### config.mk
export PLATFORM = sky130hd
export DESIGN_NAME = value_membank_ctrl
export DESIGN_NICKNAME = d
export VERILOG_FILES = /design/src/rtl/value_ctrl_pkg.sv /design/src/rtl/value_ctrl_pipe.sv /design/src/rtl/value_membank_ctrl.sv
export SDC_FILE = /design/constraint.sdc
export NUM_CORES = 1
export LEC_CHECK = 0
export BUFFER_PORTS_ARGS = -buffer_cell sky130_fd_sc_hd__buf_2
export CAP_MARGIN = 20
export CORE_ASPECT_RATIO = 1.2
export CORE_MARGIN = 4
export CORE_UTILIZATION = 55
export CTS_BUF_LIST = sky130_fd_sc_hd__clkbuf_8 sky130_fd_sc_hd__clkbuf_16
export DETAILED_ROUTE_END_ITERATION = 8
export GPL_ROUTABILITY_DRIVEN = 0
export GPL_TIMING_DRIVEN = 0
export HOLD_SLACK_MARGIN = 0.15
export PLACE_DENSITY = 0.78
export SYNTH_ARGS = -nofsm -noshare
export SYNTH_HDL_FRONTEND = slang
export SYNTH_SLANG_ARGS = --single-unit
### constraint.sdc
create_clock -name clk -period 4.2 [get_ports clk]
set_input_delay 0.84 -clock clk [delete_from_list [all_inputs] [get_ports clk]]
set_output_delay 0.84 -clock clk [all_outputs]
set_load 0.1 [all_outputs]
### src/rtl/value_ctrl_pkg.sv
// Shared types and constants for the value bank sequencer.
// Holds the FSM state enum and the lane geometry of the PE array.
package value_ctrl_pkg;

    localparam int ADDR_W_DEF = 11;
    localparam int STEP_W_DEF = 15;
    localparam int LANES      = 32;
    localparam int LOG2_LANES = 5;

    typedef enum logic [2:0] {
        ST_IDLE,
        ST_INIT_REQ,
        ST_INIT_WAIT,
        ST_LEAF,
        ST_STEP,
        ST_DRAIN,
        ST_FIN
    } state_e;

endpackage

### src/rtl/value_ctrl_pipe.sv
// Delay line carrying {valid, keep, addr} from read issue to write-back.
// Ports: in_* push each cycle, out_* is the exiting slot, empty flags no entry behind it.
module value_ctrl_pipe #(
    parameter int ADDR_W = 11,
    parameter int DEPTH  = 8
) (
    input  logic              clk,
    input  logic              nrst,
    input  logic              in_valid,
    input  logic              in_keep,
    input  logic [ADDR_W-1:0] in_addr,
    output logic              out_valid,
    output logic              out_keep,
    output logic [ADDR_W-1:0] out_addr,
    output logic              empty
);

    logic [DEPTH-1:0]  vld_q;
    logic [DEPTH-1:0]  vld_d;
    logic [DEPTH-1:0]  keep_q;
    logic [DEPTH-1:0]  keep_d;
    logic [ADDR_W-1:0] addr_q [DEPTH];
    logic [ADDR_W-1:0] addr_d [DEPTH];

    always_comb begin
        vld_d     = {vld_q[DEPTH-2:0], in_valid};
        keep_d    = {keep_q[DEPTH-2:0], in_keep};
        addr_d[0] = in_addr;
        for (int i = 1; i < DEPTH; i++) begin
            addr_d[i] = addr_q[i-1];
        end
    end

    always_ff @(posedge clk or negedge nrst) begin
        if (!nrst) begin
            vld_q  <= '0;
            keep_q <= '0;
            for (int i = 0; i < DEPTH; i++) begin
                addr_q[i] <= '0;
            end
        end else begin
            vld_q  <= vld_d;
            keep_q <= keep_d;
            for (int i = 0; i < DEPTH; i++) begin
                addr_q[i] <= addr_d[i];
            end
        end
    end

    assign out_valid = vld_q[DEPTH-1];
    assign out_keep  = keep_q[DEPTH-1];
    assign out_addr  = addr_q[DEPTH-1];
    // Ignores the exit slot: once this is set the pipe is empty next
    // cycle, so the next step's first read lands right after the last write.
    assign empty     = ~|vld_q[DEPTH-2:0];

endmodule

### src/rtl/value_membank_ctrl.sv
// Sequencer for the value bank: init, leaf writes, backward tree walk.
// Ports: start/num_steps in, init handshake, bank rd/wr addressing, PE strobes, busy/done.
module value_membank_ctrl
    import value_ctrl_pkg::*;
#(
    parameter int ADDR_W   = ADDR_W_DEF,
    parameter int STEP_W   = STEP_W_DEF,
    parameter int PIPE_LAT = 8
) (
    input  logic              clk,
    input  logic              nrst,
    input  logic              start,
    input  logic [STEP_W-1:0] num_steps,
    output logic              init_start,
    input  logic              init_done,
    output logic [ADDR_W-1:0] rdaddr,
    output logic [ADDR_W-1:0] wraddr,
    output logic              wren,
    output logic              leaf_phase,
    output logic              pe_valid,
    output logic              pe_first,
    output logic [STEP_W-1:0] step_idx,
    output logic              busy,
    output logic              done
);

    state_e            state_q, state_d;
    logic [STEP_W-1:0] n_q, n_d;
    logic [STEP_W-1:0] s_q, s_d;
    logic [ADDR_W-1:0] addr_q, addr_d;
    logic              pe_valid_q, pe_valid_d;
    logic              pe_first_q, pe_first_d;

    logic              push;
    logic              keep;
    logic [STEP_W-1:0] s_inc;
    logic [ADDR_W-1:0] top_addr;
    logic [ADDR_W-1:0] last_wr;
    logic [ADDR_W-1:0] leaf_last;
    logic              out_valid;
    logic              out_keep;
    logic [ADDR_W-1:0] out_addr;
    logic              pipe_empty;

    assign s_inc     = s_q + STEP_W'(1);
    assign top_addr  = ADDR_W'(s_inc >> LOG2_LANES);
    assign last_wr   = ADDR_W'(s_q >> LOG2_LANES);
    assign leaf_last = ADDR_W'(n_q >> LOG2_LANES);
    assign push      = (state_q == ST_STEP);
    // The top read only feeds the lane-0 neighbour when the word count
    // shrinks; it carries keep=0 and its write-back is dropped.
    assign keep      = (addr_q <= last_wr);

    value_ctrl_pipe #(
        .ADDR_W (ADDR_W),
        .DEPTH  (PIPE_LAT)
    ) u_pipe (
        .clk       (clk),
        .nrst      (nrst),
        .in_valid  (push),
        .in_keep   (keep),
        .in_addr   (addr_q),
        .out_valid (out_valid),
        .out_keep  (out_keep),
        .out_addr  (out_addr),
        .empty     (pipe_empty)
    );

    always_comb begin
        state_d    = state_q;
        n_d        = n_q;
        s_d        = s_q;
        addr_d     = addr_q;
        pe_valid_d = push;
        pe_first_d = push && (addr_q == top_addr);
        unique case (state_q)
            ST_IDLE: begin
                if (start) begin
                    n_d     = num_steps;
                    state_d = ST_INIT_REQ;
                end
            end
            ST_INIT_REQ: begin
                state_d = ST_INIT_WAIT;
            end
            ST_INIT_WAIT: begin
                if (init_done) begin
                    addr_d  = '0;
                    state_d = ST_LEAF;
                end
            end
            ST_LEAF: begin
                if (addr_q == leaf_last) begin
                    // (N-1+1)>>5 == N>>5: first read is the last leaf word
                    s_d     = n_q - STEP_W'(1);
                    addr_d  = leaf_last;
                    state_d = ST_STEP;
                end else begin
                    addr_d = addr_q + ADDR_W'(1);
                end
            end
            ST_STEP: begin
                if (addr_q == '0) begin
                    state_d = ST_DRAIN;
                end else begin
                    addr_d = addr_q - ADDR_W'(1);
                end
            end
            ST_DRAIN: begin
                if (pipe_empty) begin
                    if (s_q == '0) begin
                        state_d = ST_FIN;
                    end else begin
                        s_d     = s_q - STEP_W'(1);
                        addr_d  = last_wr;
                        state_d = ST_STEP;
                    end
                end
            end
            ST_FIN: begin
                state_d = ST_IDLE;
            end
            default: begin
                state_d = ST_IDLE;
            end
        endcase
    end

    always_ff @(posedge clk or negedge nrst) begin
        if (!nrst) begin
            state_q    <= ST_IDLE;
            n_q        <= '0;
            s_q        <= '0;
            addr_q     <= '0;
            pe_valid_q <= 1'b0;
            pe_first_q <= 1'b0;
        end else begin
            state_q    <= state_d;
            n_q        <= n_d;
            s_q        <= s_d;
            addr_q     <= addr_d;
            pe_valid_q <= pe_valid_d;
            pe_first_q <= pe_first_d;
        end
    end

    assign init_start = (state_q == ST_INIT_REQ);
    assign leaf_phase = (state_q == ST_LEAF);
    assign busy       = (state_q != ST_IDLE);
    assign done       = (state_q == ST_FIN);
    assign rdaddr     = push ? addr_q : '0;
    // Leaf writes and write-backs never overlap: the pipe is empty in LEAF.
    assign wren       = leaf_phase | (out_valid & out_keep);
    assign wraddr     = leaf_phase ? addr_q : out_addr;
    assign pe_valid   = pe_valid_q;
    assign pe_first   = pe_first_q;
    assign step_idx   = s_q;

endmodule

==> impl_results.md <==
* Hold Crit Class: in2async
* Yosys reg bits at 149
* Sequential area share after synthesis at 53.3%
* Critical path startpoint category: register
* CTS tree: yes
* Final Cycle Share at 94.7%
* Post-synth EDFFs at 0
* Synth Net Count at 681
* Slew of the pin with the lowest slew margin at 734 ps
* Clock network power share at 47.8%
* Synth Flop Type: dfrtp_1
* Maximum VDD drop at 0.236 mV
* Cts hold-fix bufs at 0
* Most frequent cell after synthesis: dfrtp_1
* Fmax achieved at approximately 250 MHz
* Post-detailed-route count of antenna-violating nets at 0
* CTS root buffer: clkbuf_16
* Number of global-route vias before repair at 5,646
* Outcome: completed
* Ys Warns at 0
* Post_cts resized at 0
* Worst-path clk slew at 60 ps
* Core region area at 12,300 um2
* Crit path max fanout at 10
* Crit end category: register
* Sw Ratio at 21.9%
* Pleak at 3.60 nW
* Port Buffers at 62
* Reported net switching power at 0.651 mW
* Pint at 2.32 mW
* Post-synth ARST share at 100%
* H-tree Lvls at 4
* Yosys top cell area share at 53.3%
* Most frequent cells after synthesis: 149 x dfrtp_1, 68 x nand2_1, 33 x nor2_1
* Slew headroom at 50.9%
* RSZ-0062 raised after global routing: no
* Cts bufs inserted at 17
* Fraction of layout instances using a drive strength above 1 at 21.5%
* First-pass GRT wire length at 28,800 um
* Die ar. at about 15,000 um2
* Vias/cell at between 6 and 7
* Fin. max-slew vios at 0
* Setup violators final at 0
* Synth unique cells at 79
* Logic pwr share at 3.3%
* Area contributors post-synth: dfrtp_1 53%, nand2_1 3.6%, mux2_2 3.1%, ha_1 2.3%, xnor2_1 2.1%
* Die height at 132 um
* Skew-Pair Late Insertion Delay at between 400 and 500 ps
* Remaining DRCs at 0
* Starting DRC count in detailed routing at 480
* Data arrival time of the worst path at roughly 4300 ps
* # diodes at 0
* Global Route Usage Sum at 25.0%
* Total Wirelength at 17,600 um
* Number of max-cap violations at 0
* Req. time, crit path at 4480 ps
* Synth Area per Inst at between 10 and 15 um2
* Clock Sinks at 149
* Worst setup path class: reg2reg
* Syn Inst Count at 649
* Std cell rows at 44
* Gr ovfl total at 0
* Hold slack final at 336 ps
* Ports at between 60 and 70
* Area delta synth->final at 15.8%
* Skew final at 6.24 ps
* Clk buf depth at 2
* WL per Instance at 19.4 um
* Chip Width at 111 um
* Post-CTS setup buffer count at 0
* Period minus WS final at 3980 ps
* Setup TNS Final at 0 ps
* Starting Density at ~57%
* Largest net degree at the start of global routing at ~110
* Mapped cell area at 7000 um2
* Cell taking the most area after synthesis: dfrtp_1
* Reg power frac at around 50%
* Drt first pass iters at 5
* Initial antenna violation count at 0
* Post-DP HPWL at about 12,000 um
* Endpoints failing hold at 0
* Pwr/cell area at 366 nW/um2
* Nets at 763
* Vias at about 5.6k
## worst max-delay path: stages (launching register included)
cell and delay (ps):
dfrtp_1 360, clkbuf_1 200, nand3b_1 290, buf_2 290
buf_1 440, nor2_1 70, a21oi_1 130, ha_1 280
or4b_4 550, nor4b_4 420, o22a_2 230, mux2_1 320
a21oi_1 180, a211oi_2 50
## per-stage QoR
step	total power, mW	worst slack, ps	area, um2	std cells	utilization [%]
after floorplan	1.52	3.31	7000	649	-
after global placement	1.57	366	7510	872	61.2
after detailed placement	1.58	368	7540	873	61.5
after CTS	3.00	230	8100	904	66.0
after global routing	3.07	21.9	8100	904	66.0
final	2.97	223	8100	904	66.0
## cell families after synthesis
kind of cell	Yosys count	synth area share, %
AOI/OAI and AO/OA	134	13.2
xor gates and xnor gates	34	4.36
adders and majority gates	13	2.32
buffers and inverters	74	4.90
DFF	149	53.3
muxes	31	4.79
and+or+nand+nor	214	17.2
## worst paths after layout
path                                        startpoint                          end  slack, ps  depth (start not counted)
setup / recovery                state_q[2]$_DFFE_PN0P_     step_idx[12]$_DFFE_PN0P_        220                         13
hold / removal                                    nrst   u_pipe.keep_q[6]$_DFF_PN0_        340                          1
setup reg to reg                state_q[2]$_DFFE_PN0P_     step_idx[12]$_DFFE_PN0P_        220                         13
hold reg to reg            u_pipe.addr_d[39]$_DFF_PN0_  u_pipe.addr_d[28]$_DFF_PN0_        340                          0
max in group asynchronous                         nrst          n_q[14]$_DFFE_PN0P_       3050                          2
min in group clk           u_pipe.addr_d[39]$_DFF_PN0_  u_pipe.addr_d[28]$_DFF_PN0_        340                          0
## layer usage
metal | share of wire [%] | track usage [%] | vias up
met2 | 47 | 39.8 | 373
met1 | 38 | 30.3 | 2663
met5 | 0 | 0 | -
met3 | 8.5 | 6.67 | 104
li1 | - | - | 2487
met4 | 6.1 | 15.3 | 0
## sequential cells by signal, summed over array words and instances, names as in the netlist
signal and flops:
addr_q 11, n_q 15, pe_first 1, state_q 3, step_idx 15, u_pipe.addr_d 77
u_pipe.keep_q 8, u_pipe.out_addr 11, u_pipe.vld_q 8
## cell usage in the layout, fill, tap and decap left out, types with 4 or more instances in the layout
| master | n |
|---|---|
| o211ai_1 | 12 |
| nor2b_1 | 4 |
| a21o_1 | 4 |
| nor2_1 | 33 |
| nor4_4 | 4 |
| dfrtp_1 | 149 |
| nor4_1 | 11 |
| nand3_1 | 13 |
| and2_1 | 9 |
| ha_1 | 13 |
| xor2_1 | 16 |
| inv_1 | 21 |
| o22ai_1 | 5 |
| or3_1 | 5 |
| o221ai_1 | 5 |
| nand2_1 | 68 |
| clkbuf_1 | 28 |
| a211oi_1 | 4 |
| a31oi_1 | 6 |
| o21ai_0 | 29 |
| mux2_2 | 19 |
| clkbuf_16 | 17 |
| or4_1 | 5 |
| nand4_1 | 12 |
| mux2i_1 | 11 |
| buf_2 | 78 |
| a21oi_1 | 28 |
| buf_6 | 5 |
| and3_1 | 4 |
| nor3b_1 | 5 |
| xnor2_1 | 17 |
| nor3_1 | 23 |
## area by class of cell
class | count | area (um2)
Timing Repair Buffer | 63 | 344
Fill cell | 923 | 4170
Clock inverter | 12 | 106
Tap cell | 161 | 201
Sequential cell | 149 | 3730
Buffer | 54 | 268
Multi-Input combinational cell | 426 | 2930
Clock buffer | 19 | 453
Inverter | 20 | 75.1
## power by group through the flow
| stage | Sequential (mW) | Clock [mW] | Combinational [mW] |
|---|---|---|---|
| floorplan | 1.47 | 0 | 0.0466 |
| CTS | 1.45 | 1.45 | 0.0982 |
| global placement | 1.48 | 0 | 0.0898 |
| finish | 1.45 | 1.42 | 0.0973 |
| global route | 1.45 | 1.51 | 0.109 |
| detailed placement | 1.48 | 0 | 0.0975 |
Note: power is estimated with default switching activity, not from simulation.
